### src/rtl/door_controller.sv
// Automatic door sequencer: turns the presence sensor into timed open/close
// motor commands with a travel position counter and an open-hold timer.
module door_controller #(
    parameter int TRAVEL_CYCLES = 8,
    parameter int HOLD_CYCLES   = 16,
    parameter int POS_W         = 4,
    parameter int HOLD_W        = 5
) (
    input  logic             clk,
    input  logic             rst,
    input  logic             doorSen,
    input  logic             doorLock,
    output logic             motorOpen,
    output logic             motorClose,
    output logic             doorOpen,
    output logic             doorClosed,
    output logic [POS_W-1:0] doorPos,
    output logic [1:0]       doorState
);

    typedef enum logic [1:0] {
        CLOSED  = 2'd0,
        OPENING = 2'd1,
        OPEN    = 2'd2,
        CLOSING = 2'd3
    } stateT;

    localparam logic [POS_W-1:0]  POS_FULL  = POS_W'(TRAVEL_CYCLES);
    localparam logic [POS_W-1:0]  POS_LAST  = POS_W'(TRAVEL_CYCLES - 1);
    localparam logic [POS_W-1:0]  POS_ONE   = POS_W'(1);
    localparam logic [HOLD_W-1:0] HOLD_LAST = HOLD_W'(HOLD_CYCLES - 1);

    stateT             state;
    stateT             stateNext;
    logic [POS_W-1:0]  pos;
    logic [POS_W-1:0]  posNext;
    logic [HOLD_W-1:0] holdCnt;
    logic [HOLD_W-1:0] holdCntNext;

    always_ff @(posedge clk) begin
        if (rst) begin
            state   <= CLOSED;
            pos     <= '0;
            holdCnt <= '0;
        end else begin
            state   <= stateNext;
            pos     <= posNext;
            holdCnt <= holdCntNext;
        end
    end

    always_comb begin
        stateNext   = state;
        posNext     = pos;
        holdCntNext = holdCnt;
        case (state)
            CLOSED: begin
                if (doorSen && !doorLock) begin
                    stateNext = OPENING;
                end
            end
            OPENING: begin
                // A reversal on the very first closing edge re-enters here at
                // full travel, so finish on >= to keep pos from running past open.
                if (pos >= POS_LAST) begin
                    posNext     = POS_FULL;
                    holdCntNext = '0;
                    stateNext   = OPEN;
                end else begin
                    posNext = pos + POS_ONE;
                end
            end
            OPEN: begin
                if (doorSen) begin
                    holdCntNext = '0;
                end else if (holdCnt == HOLD_LAST) begin
                    holdCntNext = '0;
                    stateNext   = CLOSING;
                end else begin
                    holdCntNext = holdCnt + HOLD_W'(1);
                end
            end
            CLOSING: begin
                // Safety reversal wins over both the step and the final close.
                if (doorSen) begin
                    stateNext = OPENING;
                end else if (pos <= POS_ONE) begin
                    posNext   = '0;
                    stateNext = CLOSED;
                end else begin
                    posNext = pos - POS_ONE;
                end
            end
            default: begin
                stateNext   = CLOSED;
                posNext     = '0;
                holdCntNext = '0;
            end
        endcase
    end

    assign motorOpen  = (state == OPENING);
    assign motorClose = (state == CLOSING);
    assign doorOpen   = (state == OPEN);
    assign doorClosed = (state == CLOSED);
    assign doorPos    = pos;
    assign doorState  = state;

endmodule
### config.mk
export PLATFORM = sky130hd
export DESIGN_NAME = door_controller
export DESIGN_NICKNAME = d
export VERILOG_FILES = /design/src/rtl/door_controller.sv
export SDC_FILE = /design/constraint.sdc
export NUM_CORES = 1
export LEC_CHECK = 0
export CAP_MARGIN = 5
export CORE_ASPECT_RATIO = 0.75
export CORE_MARGIN = 2
export CORE_UTILIZATION = 40
export DETAILED_ROUTE_END_ITERATION = 8
export GPL_TIMING_DRIVEN = 0
export PLACE_DENSITY = 0.74
export SETUP_SLACK_MARGIN = 0.4
export SYNTH_ARGS = -nofsm -noshare
export SYNTH_HDL_FRONTEND = slang
export SYNTH_SLANG_ARGS = --single-unit
### constraint.sdc
create_clock -name clk -period 2.3 [get_ports clk]
set_input_delay 0.46 -clock clk [delete_from_list [all_inputs] [get_ports clk]]
set_output_delay 0.46 -clock clk [all_outputs]
set_load 0.01 [all_outputs]
==> results of run 1 <==
==> power by group <==
part | internal (mW) | total [mW] | switching [mW]
Clock | 0.0670 | 0.137 | 0.0702
Combinational | 0.254 | 0.570 | 0.316
Sequential | 0.237 | 0.300 | 0.0621
Total | 0.559 | 1.01 | 0.449
==> per-layer routing <==
metal  track usage, %  vias up  routed length (um)
met3             3.21        2                 105
met1             27.2      380                 904
met2             29.8       35                 924
met5                0        -                   0
li1                 -      378                   -
met4             6.00        0                  17
==> cells in the final DEF (no fill, tap or decap), drive strengths merged <==
cell and n:
a31o 1, o31ai 3, clkbuf 5, dlymetal6s2s 2
o21ai 2, a21o 1, nor3b 2, a211oi 3
dlygate4sd2 2, ha 9, and4b 1, a22oi 1
o2bb2ai 2, o2111ai 1, nand3 3, nand4 1
a221oi 1, buf 1, a311oi 1, nor3 2
or4b 1, o21bai 1, nand2b 2, a211o 1
o211a 1, a21oi 10, nor2 6, or2 1
clkdlybuf4s50 9, nor2b 5, dfxtp 11, or4 2
a2111oi 1, inv 7, nand2 6, a41o 1
==> registers in the layout (all words and copies together), names as in the netlist <==
name / cells
doorPos: 4
holdCnt: 5
doorState: 2
==> per-stage QoR <==
step | util (%) | setup slack [ns] | instances | hold slack (ns) | area (um^2)
floorplan | - | 0.492 | 92 | 0.449 | 771
global placement | 52.4 | 0.299 | 127 | 0.466 | 928
finish | 56.2 | 0.499 | 131 | 0.490 | 996
detailed placement | 52.4 | 0.299 | 127 | 0.481 | 928
global route | 56.2 | 0.414 | 131 | 0.518 | 996
CTS | 55.5 | 0.398 | 131 | 0.493 | 985
==> worst paths after layout <==
kind                               endpoint  slack, ns  cells after the start
hold / removal      holdCnt[1]$_SDFFE_PP0P_       0.49                      2
hold reg to reg     holdCnt[1]$_SDFFE_PP0P_       0.49                      2
setup reg to reg  doorState[0]$_SDFFE_PP0P_       0.53                      6
setup / recovery                 doorPos[2]       0.50                      1
==> final cells by class <==
type / count / area, um^2
multi-input cells: 72 / 543
fillers: 160 / 777
clock buffers: 4 / 26.3
plain buffers: 2 / 8.76
inverters: 7 / 28.8
flip-flops and latches: 11 / 229
well taps: 22 / 27.5
repair buffers: 13 / 133
==> cells by family (layout without fill, tap and decap cells) <==
| family | after synthesis | count (layout) |
|---|---|---|
| AND/OR/NAND/NOR | 32 | 32 |
| AO/OA/AOI/OAI | 31 | 31 |
| flip-flops | 11 | 11 |
| adder cells (fa/ha/maj) | 9 | 9 |
| buffers and inverters | 9 | 26 |
==> repair_timing <==
action	CTS	global route
setup endpoints to repair	6	6
resized for setup	12	5
hold endpoints to repair	0	0
==> results.md, run 1 <==
- FF-to-FF Start: doorPos[1]$_SDFFE_PP0P_
- # hold bufs at CTS: 0
- Synth Area in Adders: 14.6%
- Status: completed
- Row count: 13
- Worst-Skew Late Latency: 0.27 ns
- Post-synthesis mux area share: 0%
- Setup crit start: doorPos[2]$_SDFFE_PP0P_
- Tmin final: 1.80 ns
- I/O pin cnt: 14
- Compound-gate portion of the synthesized area: 29.1%
- Total Nets Final: 123
- Register bit total from synthesis: 11
- Cell taking the most area after synthesis: dfxtp_1
- Tightest Hold Check Type: reg -> reg
- CTS Buf Count: 3
- Final RePlAce weighted congestion: 0.855
- Ys async rst share: 0%
- Fmax: 555 MHz
- Max stage delay on crit path: 0.59 ns
- XOR/XNOR Fraction of Synth Area: 0%
- First-pass iteration count of the detailed router: 4
- Final wirelength: 1950 um
- Setup TNS: 0 ns
- Setup bufs post-CTS: 0
- Core Box Area: 1770 um^2
- Chip width: 54.7 um
- Post-synth top area share: 28.6%
- RSZ-0062 raised after global routing: no
- DRT iter0 DRCs: 21
- CP bufs+invs: 1
- Crit-path slowest cell: clkdlybuf4s50_1
- Initial antenna violation count: 0
- Data required, critical path: 1.84 ns
- Syn Inst Count: 92
- Syn-to-layout area delta: 29.2%
- Mean post-synth cell area: 8.38 um^2
- Most used DFF post-synth: dfxtp_1
- Via count: 795
- Share of post-route cells with drive strength above 1: 14.7%
- Crit-path cells: clkdlybuf4s50_1
- Number of flops mapped to enable cells by yosys: 0
- CP Class: reg -> out
- Crit path max fanout: 8
- Min-delay src: holdCnt[1]$_SDFFE_PP0P_
- GR Overflow Total: 0
- Synth top area cells: dfxtp_1, ha_1, a21oi_1, nor2b_1, inv_1
- Crit path DAT: 1.34 ns
- Total power: 1.01 mW
- Worst slew pin tran: 0.588 ns
- Critical Path Sink Type: primary output
- CTS tree: yes
- Detail Route Antenna Nets: 0
- Final hold violation count: 0
- Crit path max-delay family: buffers and inverters
- Mapped cell area: 771 um^2
- Clock root buffer: clkbuf_4
- # clock sinks: 11
- Longest Clk Path Bufs: 2
- Die ar.: 2300 um^2
- Post-synthesis simple-gate area fraction: 23.2%
- H-tree depth: 1
- Leakage: 0.413 nW
- Drt wl/cell: 14.9 um
- Syn Nets: 105
- First-pass GRT wire length: 3280 um
- Die Y-Extent: 42.0 um
- Worst Clk Skew: 0.00571 ns
- Port Buf Inserts: 13
- Worst-path clk slew: 0.08 ns
- CP Launch Type: flop
- GRT Util Overall: 19.4%
- Initial Util: 43.5%
- Final Setup Violations: 0
- Slew Viols, Final: 0
- Fin crit share: 78.3%
- Slew Limit Headroom: 60.5%
- Number of global-route vias before repair: 705
- Netlist cell types: 35
- Worst vdd ir: 684 uV
- Total of max-cap violations: 0
- Post-synth top cells: dfxtp_1, a21oi_1, ha_1, inv_1, nor2_1
- DRC: 0
- Largest family of logic cells by synthesized area: compound AO/OA/AOI/OAI gates
- Sequential fraction of the synthesis area: 28.6%
- Drt via density: 6.07
- Hpwl dp: 1380 um
- Yosys warning total: 0
- Largest net degree at the start of global routing: 11
- Antenna fix cells: 0
- Top-count cell post-synth: dfxtp_1
- Power Dens Cells: 1010 nW/um^2
Power figures use the tool's default switching activity.
==> inputs of run 2 (changes only) <==
clock period = 1.8 ns   (was 2.3 ns; I/O delays follow)
==> results.md, run 2 (synthesis gave the netlist of run 1 again) <==
- Max stage delay on crit path: 0.52 ns (was 0.59 ns)
- Die ar.: 2300 um^2 (unchanged)
- Largest net degree at the start of global routing: 11 (unchanged)
- Leakage: 0.477 nW (was 0.413 nW)
- Fin crit share: 88.8%
- Antenna fix cells: 0 (unchanged)
- CTS Buf Count: 3 (unchanged)
- Most common cell after layout, fill and taps aside: a21oi_1 (unchanged)
- CTS tree: yes (unchanged)
- RSZ-0062 raised after global routing: yes (was no)
- FF-to-FF Start: doorState[1]$_SDFFE_PP0P_ (was doorPos[1]$_SDFFE_PP0P_)
- Largest Register: holdCnt (unchanged)
- H-tree depth: 1 (unchanged)
- Worst Clk Skew: 0.00675 ns (was 0.00571 ns)
- Worst r2r path cells: 6 (unchanged)
- Tightest Hold Check Type: reg -> reg (unchanged)
- Core Box Area: 1770 um^2 (unchanged)
- Drt via density: 6.00 (was 6.07)
- Die Y-Extent: 42.0 um (unchanged)
- Share of post-route cells with drive strength above 1: 37.1% (was 14.7%)
- Fmax: 625 MHz
- Crit path DAT: 1.81 ns (was 1.34 ns)
- Final wirelength: 2130 um (was 1950 um)
- Row count: 13 (unchanged)
- Post-layout util: 65.8% (was 56.2%)
- Initial antenna violation count: 0 (unchanged)
- Most frequent cells in the layout: a21oi_1, dfxtp_1, dlygate4sd2_1, buf_4 (was a21oi_1, clkdlybuf4s50_1, dfxtp_1)
- DRT iter0 DRCs: 22 (was 21)
- Worst slew pin tran: 0.557 ns (was 0.588 ns)
- Total of max-cap violations: 0 (unchanged)
- Worst vdd ir: 1050 uV (was 684 uV)
- CP Class: reg -> reg (was reg -> out)
- Worst Hold Path EP: holdCnt[1]$_SDFFE_PP0P_ (unchanged)
- GR Overflow Total: 0 (unchanged)
- First-pass iteration count of the detailed router: 4 (unchanged)
- Drt wl/cell: 15.4 um (was 14.9 um)
- Hpwl dp: 1330 um (was 1380 um)
- Crit-path slowest cell: or4b_4 (was clkdlybuf4s50_1)
- Chip width: 54.7 um (unchanged)
- Longest Clk Path Bufs: 2 (unchanged)
- Crit-path cells: inv_4 -> ha_4 -> nor2b_4 -> o2bb2ai_4 -> or4b_4 -> a21oi_2 (was clkdlybuf4s50_1)
- DRC: 0 (unchanged)
- Final Setup Violations: 0 (unchanged)
- Port Buf Inserts: 13 (unchanged)
- # clock sinks: 11 (unchanged)
- GRT Util Overall: 20.2% (was 19.4%)
- Reg-to-reg endpoint: holdCnt[1]$_SDFFE_PP0P_ (was doorState[0]$_SDFFE_PP0P_)
- Initial Util: 43.5% (unchanged)
- Hold Slack: 0.498 ns (was 0.490 ns)
- Status: completed (unchanged)
- Detail Route Antenna Nets: 0 (unchanged)
- Data required, critical path: 2.01 ns (was 1.84 ns)
- Final hold violation count: 0 (unchanged)
- Reg2Reg Setup Slack: 0.20 ns (was 0.53 ns)
- Max reg flops: 5 (unchanged)
- Slew Limit Headroom: 62.9% (was 60.5%)
- Number of global-route vias before repair: 716 (was 705)
- Hold path depth: 2 (unchanged)
- Final RePlAce weighted congestion: 0.838 (was 0.855)
- CP Launch Type: flop (unchanged)
- Syn-to-layout area delta: 51.3% (was 29.2%)
- Min-delay src: holdCnt[1]$_SDFFE_PP0P_ (unchanged)
- Worst-Skew Late Latency: 0.27 ns (about the same)
- Total power: 1.49 mW (was 1.01 mW)
- Tmin final: 1.60 ns
- Power Dens Cells: 1280 nW/um^2 (was 1010 nW/um^2)
- First-pass GRT wire length: 3370 um (was 3280 um)
- Slew Viols, Final: 0 (unchanged)
- # hold bufs at CTS: 0 (unchanged)
- Total Nets Final: 130 (was 123)
- Clock root buffer: clkbuf_4 (unchanged)
- I/O pin cnt: 14 (unchanged)
- Via count: 828 (was 795)
- Worst-path clk slew: 0.08 ns (about the same)
- Crit path max fanout: 6 (was 8)
- Critical Path Sink Type: flop (was primary output)
[run 2: repair_timing]
item,in CTS,in global routing
resized for setup,29,19
endpoints found under the setup margin,19,17
buffers inserted,5,2
pin swaps,5,1
[run 2: critical path, delay by kind of cell, from the launching register on]
kind / cells / cell delay (ns)
AO/OA/AOI/OAI: 2 / 0.29
adder cells (fa/ha/maj): 1 / 0.17
buffers and inverters: 1 / 0.05
flip-flops: 1 / 0.38
AND/OR/NAND/NOR: 2 / 0.66
[run 2: how the worst max path moves through the flow]
stage                                            to  slack [ns]  depth (start not counted)                      start
after floorplan             holdCnt[1]$_SDFFE_PP0P_        0.22                          6  doorState[1]$_SDFFE_PP0P_
after global placement      doorPos[3]$_SDFFE_PP0P_       -0.02                          5                    doorSen
after detailed placement    doorPos[3]$_SDFFE_PP0P_       -0.05                          5                    doorSen
after CTS                                doorPos[2]        0.19                          1    doorPos[2]$_SDFFE_PP0P_
after global routing      doorState[0]$_SDFFE_PP0P_        0.11                          5    holdCnt[0]$_SDFFE_PP0P_
final                       holdCnt[1]$_SDFFE_PP0P_        0.20                          6  doorState[1]$_SDFFE_PP0P_
[run 2: per-stage QoR]
step,worst slack [ns],cell area (um^2),setup TNS [ns],instances
CTS,0.187,1100,0,136
finish,0.201,1170,0,138
floorplan,0.220,843,0,92
detailed placement,-0.0550,1000,-0.136,127
global placement,-0.0216,1000,-0.0546,127
global route,0.114,1170,0,138
[run 2: routing by layer]
| layer | track usage, % | share of wire, % |
|---|---|---|
| met1 | 28.3 | 46 |
| met2 | 28.6 | 48 |
| met3 | 8.57 | 5.9 |
| met4 | 4.00 | 0.71 |
| met5 | 0 | 0 |
[run 2: report_power, final]
| part | internal [mW] | total (mW) | switching [mW] |
|---|---|---|---|
| clock network | 0.0859 | 0.177 | 0.0915 |
| registers | 0.313 | 0.400 | 0.0869 |
| logic | 0.433 | 0.913 | 0.480 |
| total | 0.831 | 1.49 | 0.658 |
[run 2: final cells by class]
cell class | instances | area (um^2)
buffer | 2 | 8.76
fill | 141 | 607
tap | 22 | 27.5
multi-input combinational | 72 | 652
inverter | 7 | 33.8
timing repair buffer | 20 | 179
sequential | 11 | 239
clock buffer | 4 | 26.3
